### src/rtl/ov7670_capture_pkg.sv
// Shared definitions for the OV7670 capture path and its downstream stages:
// FSM encoding, default frame geometry and RGB444 field widths.
package ov7670_capture_pkg;

    typedef enum logic [1:0] {
        ST_SYNC  = 2'd0,
        ST_BLANK = 2'd1,
        ST_LINE  = 2'd2
    } cap_state_t;

    localparam int H_PIXELS_DEF = 640;
    localparam int V_LINES_DEF  = 480;

    localparam int RGB_CH_W = 4;
    localparam int RGB_W    = 3 * RGB_CH_W;

    localparam int X_W = 10;
    localparam int Y_W = 9;

endpackage

### src/rtl/ov7670_capture_byte_pair.sv
// Byte-phase tracker and RGB444 pixel assembler: phase 0 keeps the red nibble,
// phase 1 completes {R, G, B} combinationally from the incoming byte.
module rgb444_byte_pair
    import ov7670_capture_pkg::*;
(
    input  logic             clk,
    input  logic             rst_n,
    input  logic             i_en,
    input  logic             i_clr,
    input  logic [7:0]       i_dat,
    output logic             o_phase,
    output logic             o_vld,
    output logic [RGB_W-1:0] o_pix
);

    logic                r_phase;
    logic [RGB_CH_W-1:0] r_red;

    always_ff @(posedge clk or negedge rst_n) begin
        if (!rst_n) begin
            r_phase <= 1'b0;
            r_red   <= '0;
        end else if (i_clr) begin
            r_phase <= 1'b0;
        end else if (i_en) begin
            if (!r_phase) begin
                r_red <= i_dat[RGB_CH_W-1:0];
            end
            r_phase <= ~r_phase;
        end
    end

    assign o_phase = r_phase;
    assign o_vld   = i_en & r_phase;
    assign o_pix   = {r_red, i_dat};

endmodule

### src/rtl/ov7670_capture.sv
// OV7670 frame capture: tracks VSYNC/HREF framing, emits registered RGB444
// pixels with column/row addresses and flags framing errors stickily.
module ov7670_capture
    import ov7670_capture_pkg::*;
#(
    parameter int H_PIXELS = H_PIXELS_DEF,
    parameter int V_LINES  = V_LINES_DEF
) (
    input  logic             clk25,
    input  logic             resetN,
    input  logic             vsync,
    input  logic             href,
    input  logic [7:0]       dIn,
    output logic [RGB_W-1:0] pixelOut,
    output logic             pixelValid,
    output logic [X_W-1:0]   xAddr,
    output logic [Y_W-1:0]   yAddr,
    output logic             frameStart,
    output logic             frameDone,
    output logic             errSticky
);

    localparam logic [10:0] LP_H = 11'(H_PIXELS);
    localparam logic [9:0]  LP_V = 10'(V_LINES);

    cap_state_t       r_state;
    cap_state_t       w_state_nxt;
    logic             r_vsync_d;
    logic [10:0]      r_col;
    logic [9:0]       r_row;
    logic             r_line_emit;
    logic [RGB_W-1:0] r_pix;
    logic [X_W-1:0]   r_x;
    logic [Y_W-1:0]   r_y;
    logic             r_vld;
    logic             r_fstart;
    logic             r_fdone;
    logic             r_err;

    logic             w_cap;
    logic             w_to_line;
    logic             w_to_sync;
    logic             w_line_end;
    logic             w_emit;
    logic             w_fstart;
    logic             w_err_new;
    logic             w_phase;
    logic             w_pix_vld;
    logic [RGB_W-1:0] w_pix;

    rgb444_byte_pair u_byte_pair (
        .clk     (clk25),
        .rst_n   (resetN),
        .i_en    (w_cap),
        .i_clr   (!w_cap),
        .i_dat   (dIn),
        .o_phase (w_phase),
        .o_vld   (w_pix_vld),
        .o_pix   (w_pix)
    );

    always_ff @(posedge clk25 or negedge resetN) begin
        if (!resetN) begin
            r_state   <= ST_SYNC;
            r_vsync_d <= 1'b0;
        end else begin
            r_state   <= w_state_nxt;
            r_vsync_d <= vsync;
        end
    end

    // SYNC only leaves on an observed 1->0 of vsync, so a reset mid-line waits a full frame.
    always_comb begin
        w_state_nxt = r_state;
        case (r_state)
            ST_SYNC:  if (r_vsync_d && !vsync) w_state_nxt = ST_BLANK;
            ST_BLANK: if (vsync) w_state_nxt = ST_SYNC;
                      else if (href) w_state_nxt = ST_LINE;
            ST_LINE:  if (vsync) w_state_nxt = ST_SYNC;
                      else if (!href) w_state_nxt = ST_BLANK;
            default:  w_state_nxt = ST_SYNC;
        endcase
    end

    always_comb begin
        w_cap      = !vsync && href && (r_state != ST_SYNC);
        w_to_line  = (r_state == ST_BLANK) && w_cap;
        w_to_sync  = vsync && (r_state != ST_SYNC);
        w_line_end = (r_state == ST_LINE) && !vsync && !href;
        w_emit     = w_pix_vld && (r_col < LP_H) && (r_row < LP_V);
        w_fstart   = w_to_line && (r_row == '0);
        w_err_new  = (w_pix_vld && !w_emit)
                   || (w_line_end && w_phase)
                   || ((r_state == ST_LINE) && vsync);
    end

    always_ff @(posedge clk25 or negedge resetN) begin
        if (!resetN) begin
            r_col       <= '0;
            r_row       <= '0;
            r_line_emit <= 1'b0;
            r_pix       <= '0;
            r_x         <= '0;
            r_y         <= '0;
            r_vld       <= 1'b0;
            r_fstart    <= 1'b0;
            r_fdone     <= 1'b0;
            r_err       <= 1'b0;
        end else begin
            r_vld    <= w_emit;
            r_fstart <= w_fstart;
            r_fdone  <= w_to_sync;
            // Clearing on frameStart must not mask an error raised the same cycle.
            r_err    <= (r_err & !w_fstart) | w_err_new;
            if (w_emit) begin
                r_pix       <= w_pix;
                r_x         <= r_col[X_W-1:0];
                r_y         <= r_row[Y_W-1:0];
                r_line_emit <= 1'b1;
            end
            if (w_to_line) begin
                r_col       <= '0;
                r_line_emit <= 1'b0;
            end else if (w_pix_vld && (r_col < LP_H)) begin
                r_col <= r_col + 11'd1;
            end
            if (w_to_sync) begin
                r_row <= '0;
                r_y   <= '0;
            end else if (w_line_end && r_line_emit) begin
                r_row <= r_row + 10'd1;
            end
        end
    end

    assign pixelOut   = r_pix;
    assign pixelValid = r_vld;
    assign xAddr      = r_x;
    assign yAddr      = r_y;
    assign frameStart = r_fstart;
    assign frameDone  = r_fdone;
    assign errSticky  = r_err;

endmodule
### config.mk
export PLATFORM = sky130hd
export DESIGN_NAME = ov7670_capture
export DESIGN_NICKNAME = d
export VERILOG_FILES = /design/src/rtl/ov7670_capture_pkg.sv /design/src/rtl/ov7670_capture_byte_pair.sv /design/src/rtl/ov7670_capture.sv
export SDC_FILE = /design/constraint.sdc
export NUM_CORES = 1
export LEC_CHECK = 0
export BUFFER_PORTS_ARGS = -buffer_cell sky130_fd_sc_hd__buf_2
export CAP_MARGIN = 20
export CORE_MARGIN = 4
export CORE_UTILIZATION = 45
export CTS_BUF_LIST = sky130_fd_sc_hd__clkbuf_4 sky130_fd_sc_hd__clkbuf_8
export DETAILED_ROUTE_END_ITERATION = 8
export PLACE_DENSITY = 0.74
export RECOVER_POWER = 25
export REMOVE_ABC_BUFFERS = 1
export SYNTH_ARGS = -nofsm -noshare
export SYNTH_HDL_FRONTEND = slang
export SYNTH_SLANG_ARGS = --single-unit
### constraint.sdc
create_clock -name clk25 -period 2.3 [get_ports clk25]
set_clock_uncertainty 0.15 [all_clocks]
set_input_delay 0.23 -clock clk25 [delete_from_list [all_inputs] [get_ports clk25]]
set_output_delay 0.23 -clock clk25 [all_outputs]
set_load 0.01 [all_outputs]
==> impl_summary.log <==
INFO  metric run_status = finished, final reports clean
INFO  metric cts_num_sinks = 65
INFO  metric grt_start_max_net_pins = 44
INFO  metric crit_type = in -> reg
INFO  metric worstSkewPairLatency = 0.33 ns
INFO  metric place_congestion = 0.7790
INFO  metric critPathRequiredTime = ~2.4 ns
INFO  metric grt_pass1_wl = 9.639 mm
INFO  metric timing.max_cap.violations = 0
INFO  metric power.ir.vdd_worst = 0.4790 mV
INFO  metric netSwitchingFraction = 22.60%
INFO  metric cp.buffers_inverters = 3
INFO  metric critical_path.cell_chain = dlygate4sd3_1 -> buf_2 -> and2b_2 -> o211ai_4 -> nor4_4 -> buf_4 -> mux2_2
INFO  metric critPathTopFamily = buffers and inverters
INFO  metric synthTopCellsByArea = sky130_fd_sc_hd__dfrtp_1 (57%), sky130_fd_sc_hd__mux2_1 (7.1%), sky130_fd_sc_hd__mux2i_1 (4.2%)
INFO  metric place.detailed.hpwl = 3.796 mm
INFO  metric yosysWarnings = 0
INFO  metric final_layout_size_suffix_gt1_share = 22.08%
INFO  metric slowest_delay = 0.53 ns
INFO  metric mapped_area = about 0.0029 mm2
INFO  metric power_leakage = 1.678 nW
INFO  metric cts_tree = built
INFO  metric final.setup.tns = 0 ns
INFO  metric switching_power = 548.3 uW
INFO  metric synth_async_sr_flop_share = 100.0%
INFO  metric setup-violations-final = 0
INFO  metric max_clock_freq = approximately 460 MHz
INFO  metric max_slew_margin = 17.35%
INFO  metric synth_top_area_cell = sky130_fd_sc_hd__dfrtp_1
INFO  metric vias_per_cell = 5.290
INFO  metric post-cts-setup-buffers = 0
INFO  metric firstDrtPassIters = 4
INFO  metric finalCritPeriodShare = 93.61%
INFO  metric port_buffers = between 40 and 50
INFO  metric yosysSeqAreaShare = roughly 57%
INFO  metric total_power = 2.426 mW
INFO  metric ff_latch_area = approximately 0.0016 mm2
INFO  metric cell_type_of_the_slowest_stage_on_the_worst_timing_path = sky130_fd_sc_hd__dlygate4sd3_1
INFO  metric synth.distinct_cells = 43
INFO  metric ant_nets = 0
INFO  metric ioPinCount = 47
INFO  metric grt_antenna_before_repair = 0
INFO  metric clock_buffers_created_by_tritoncts = 9
INFO  metric synthesized_instance_count = 238
INFO  metric drt-total-wl = around 5.5 mm
INFO  metric cp_data_arrival_time = 2.22 ns
INFO  metric areaGrowthSynthToFinish = 22.00%
INFO  metric synth-main-ff-cell = sky130_fd_sc_hd__dfrtp_1
INFO  metric hold_viol_final = 0
INFO  metric grt.total_usage = between 10% and 20%
INFO  metric clockRootBuffer = sky130_fd_sc_hd__clkbuf_8
INFO  metric nFillCells = around 530
INFO  metric initial_utilization = 47.30%
INFO  metric detail_route.drc_violations = 0
INFO  metric power.sequential.fraction = 51.7%
INFO  metric drtIter0Drc = 131
INFO  metric floorplan.die.height = just under 90 um
INFO  metric internal_power = about 1.9 mW
INFO  metric wl_per_cell = 14.31 um
INFO  metric via_count = 2,026
INFO  metric antenna-diode-count = 0
INFO  metric core-area = 0.006061 mm2
INFO  metric clkPwrFrac = around two fifths
INFO  metric synthesis.area_per_instance = 12.04 um2
INFO  metric cts_buffer_depth = 2
INFO  metric fp-row-count = 28
INFO  metric launch_point_of_the_critical_path = vsync
INFO  metric final-max-slew-violation-count = 0
INFO  metric nNetsFinal = 319
INFO  metric rsz_0062_raised_after_global_routing = no
INFO  metric worst_slew_pin_slew = 1.240 ns
INFO  metric timing.critical_path.from_type = input port
INFO  metric ys_ff_latch = 65
INFO  metric die_area = 0.007711 mm2
INFO  metric grt-ovfl-total = 0
INFO  metric p_per_area = 693.8 mW/mm2
INFO  metric synth-edff-count = 0
INFO  metric worst_hold_startpoint = href
INFO  metric rr_startpoint = r_col[7]$_DFFE_PN0P_
INFO  metric critical_path.max_fanout = 13
INFO  metric die_width = 87.81 um
INFO  metric clock_pin_transition_on_the_worst_setup_and_hold_timing_paths = 0.06 ns
INFO  metric multiInputGateArea = 0.001126 mm2
INFO  metric hold_path.class = in -> reg
INFO  metric type_of_destination_of_the_critical_path = register
INFO  metric comb_power_share = roughly 8.5%
INFO  metric cts_max_level = 3
INFO  metric synth_top_area_share = a little under three fifths
INFO  metric final.min_clock_period = 2.153 ns
INFO  metric grt_pass1_vias = 2,035
==> worst min-delay path, cell delays in order <==
cell and delay, ns:
sky130_fd_sc_hd__buf_2 0.13, sky130_fd_sc_hd__inv_1 0.11, sky130_fd_sc_hd__nor3_1 0.06
==> cells in the final DEF, fill, tap and decap left out, types with 2 or more instances in the layout <==
cell type / Yosys / routed
sky130_fd_sc_hd__a21oi_1: 12 / 12
sky130_fd_sc_hd__and3_1: 2 / 2
sky130_fd_sc_hd__buf_2: 1 / 28
sky130_fd_sc_hd__buf_4: 4 / 7
sky130_fd_sc_hd__clkbuf_1: 5 / 18
sky130_fd_sc_hd__clkbuf_8: 0 / 11
sky130_fd_sc_hd__clkinv_2: 0 / 2
sky130_fd_sc_hd__dfrtp_1: 65 / 65
sky130_fd_sc_hd__dlygate4sd3_1: 0 / 10
sky130_fd_sc_hd__ha_1: 3 / 3
sky130_fd_sc_hd__inv_1: 15 / 15
sky130_fd_sc_hd__mux2_1: 18 / 18
sky130_fd_sc_hd__mux2_2: 8 / 8
sky130_fd_sc_hd__mux2i_1: 12 / 12
sky130_fd_sc_hd__nand2_1: 16 / 16
sky130_fd_sc_hd__nand2b_1: 2 / 2
sky130_fd_sc_hd__nand3_1: 7 / 7
sky130_fd_sc_hd__nand4_1: 6 / 6
sky130_fd_sc_hd__nand4b_1: 2 / 2
sky130_fd_sc_hd__nor2_1: 6 / 6
sky130_fd_sc_hd__nor2b_1: 4 / 4
sky130_fd_sc_hd__nor3_1: 2 / 2
sky130_fd_sc_hd__nor4_1: 2 / 2
sky130_fd_sc_hd__o211ai_1: 2 / 2
sky130_fd_sc_hd__o21a_1: 2 / 2
sky130_fd_sc_hd__o21ai_0: 4 / 4
sky130_fd_sc_hd__o21ai_1: 2 / 2
sky130_fd_sc_hd__o31ai_1: 6 / 6
sky130_fd_sc_hd__or2_2: 2 / 2
sky130_fd_sc_hd__or3_1: 3 / 3
sky130_fd_sc_hd__or4_1: 6 / 6
sky130_fd_sc_hd__xnor2_1: 5 / 5
==> state kept, by name, summed over array words and instances (netlist names), 2 cells and up <==
| register | cells |
|---|---|
| r_row | 10 |
| r_col | 11 |
| xAddr | 10 |
| pixelOut | 12 |
| u_byte_pair.r_red | 4 |
| r_state | 2 |
| yAddr | 9 |
==> worst paths after layout <==
check                      cells after the start  slack (ns)                      end
max                                            7        0.15  pixelOut[7]$_DFFE_PN0P_
min                                            3        0.08   r_state[1]$_DFFE_PN0P_
max reg2reg                                    5        0.22  pixelOut[7]$_DFFE_PN0P_
min reg2reg                                    1        0.33     xAddr[6]$_DFFE_PN0P_
max in group asynchronous                      3        0.64     yAddr[7]$_DFFE_PN0P_
min in group asynchronous                      2        0.53  pixelOut[2]$_DFFE_PN0P_
==> cells by family after synthesis <==
| group | Yosys count | synth area share [%] |
|---|---|---|
| flip-flops | 65 | 56.74 |
| buffers and inverters | 26 | 3.972 |
| multiplexers | 38 | 14.40 |
| AND/OR/NAND/NOR | 66 | 13.75 |
| XOR/XNOR | 5 | 1.528 |
| AO/OA/AOI/OAI | 35 | 8.293 |
| adder cells (fa/ha/maj) | 3 | 1.310 |
==> stage by stage <==
| stage | setup WS [ns] | std cells | util [%] | hold slack [ns] | area, um2 |
|---|---|---|---|---|---|
| floorplan | -0.4592 | 228 | - | -0.2156 | 2813 |
| global placement | 0.2773 | 358 | 53.08 | 0.07831 | 3217 |
| detailed placement | 0.1790 | 358 | 53.08 | 0.08671 | 3217 |
| CTS | 0.09121 | 383 | 58.01 | 0.06656 | 3516 |
| global route | 0.06941 | 383 | 57.70 | 0.08921 | 3497 |
| finish | 0.1470 | 383 | 57.70 | 0.08292 | 3497 |
==> repair_timing <==
| item | CTS | global route |
|---|---|---|
| hold endpoints to repair | 35 | 0 |
| hold buffers | 10 | 0 |
| gates resized for setup | 0 | 1 |
| setup endpoints to repair | 0 | 1 |
==> power by group through the flow <==
stage	Combinational (mW)	Clock (mW)	Sequential (mW)
global route	0.232	1.05	1.27
floorplan	0.0818	0	1.29
global placement	0.196	0	1.27
finish	0.206	0.965	1.26
detailed placement	0.200	0	1.28
CTS	0.213	0.993	1.26
==> area by class of cell <==
cell class	count	share of cell area, %
Sequential cell	65	46.51
Multi-Input combinational cell	147	32.20
Timing Repair Buffer	65	11.20
Clock buffer	12	4.544
Tap cell	75	2.683
Inverter	16	1.717
Clock inverter	3	1.145
==> cell usage after synthesis (6+ instances only) <==
library cell	n
sky130_fd_sc_hd__nand2_1	16
sky130_fd_sc_hd__mux2_1	18
sky130_fd_sc_hd__or4_1	6
sky130_fd_sc_hd__mux2_2	8
sky130_fd_sc_hd__o31ai_1	6
sky130_fd_sc_hd__a21oi_1	12
sky130_fd_sc_hd__dfrtp_1	65
sky130_fd_sc_hd__inv_1	15
sky130_fd_sc_hd__mux2i_1	12
sky130_fd_sc_hd__nand3_1	7
sky130_fd_sc_hd__nor2_1	6
sky130_fd_sc_hd__nand4_1	6
==> per-layer routing <==
layer  share of wire, %  GRT usage [%]  up-vias
li1                   -              -      989
met3                5.5          5.080        6
met4                1.6          7.113        0
met2                 44          23.22       52
met5                  0              0        -
met1                 49          22.65      979
Power figures use the tool's default switching activity.
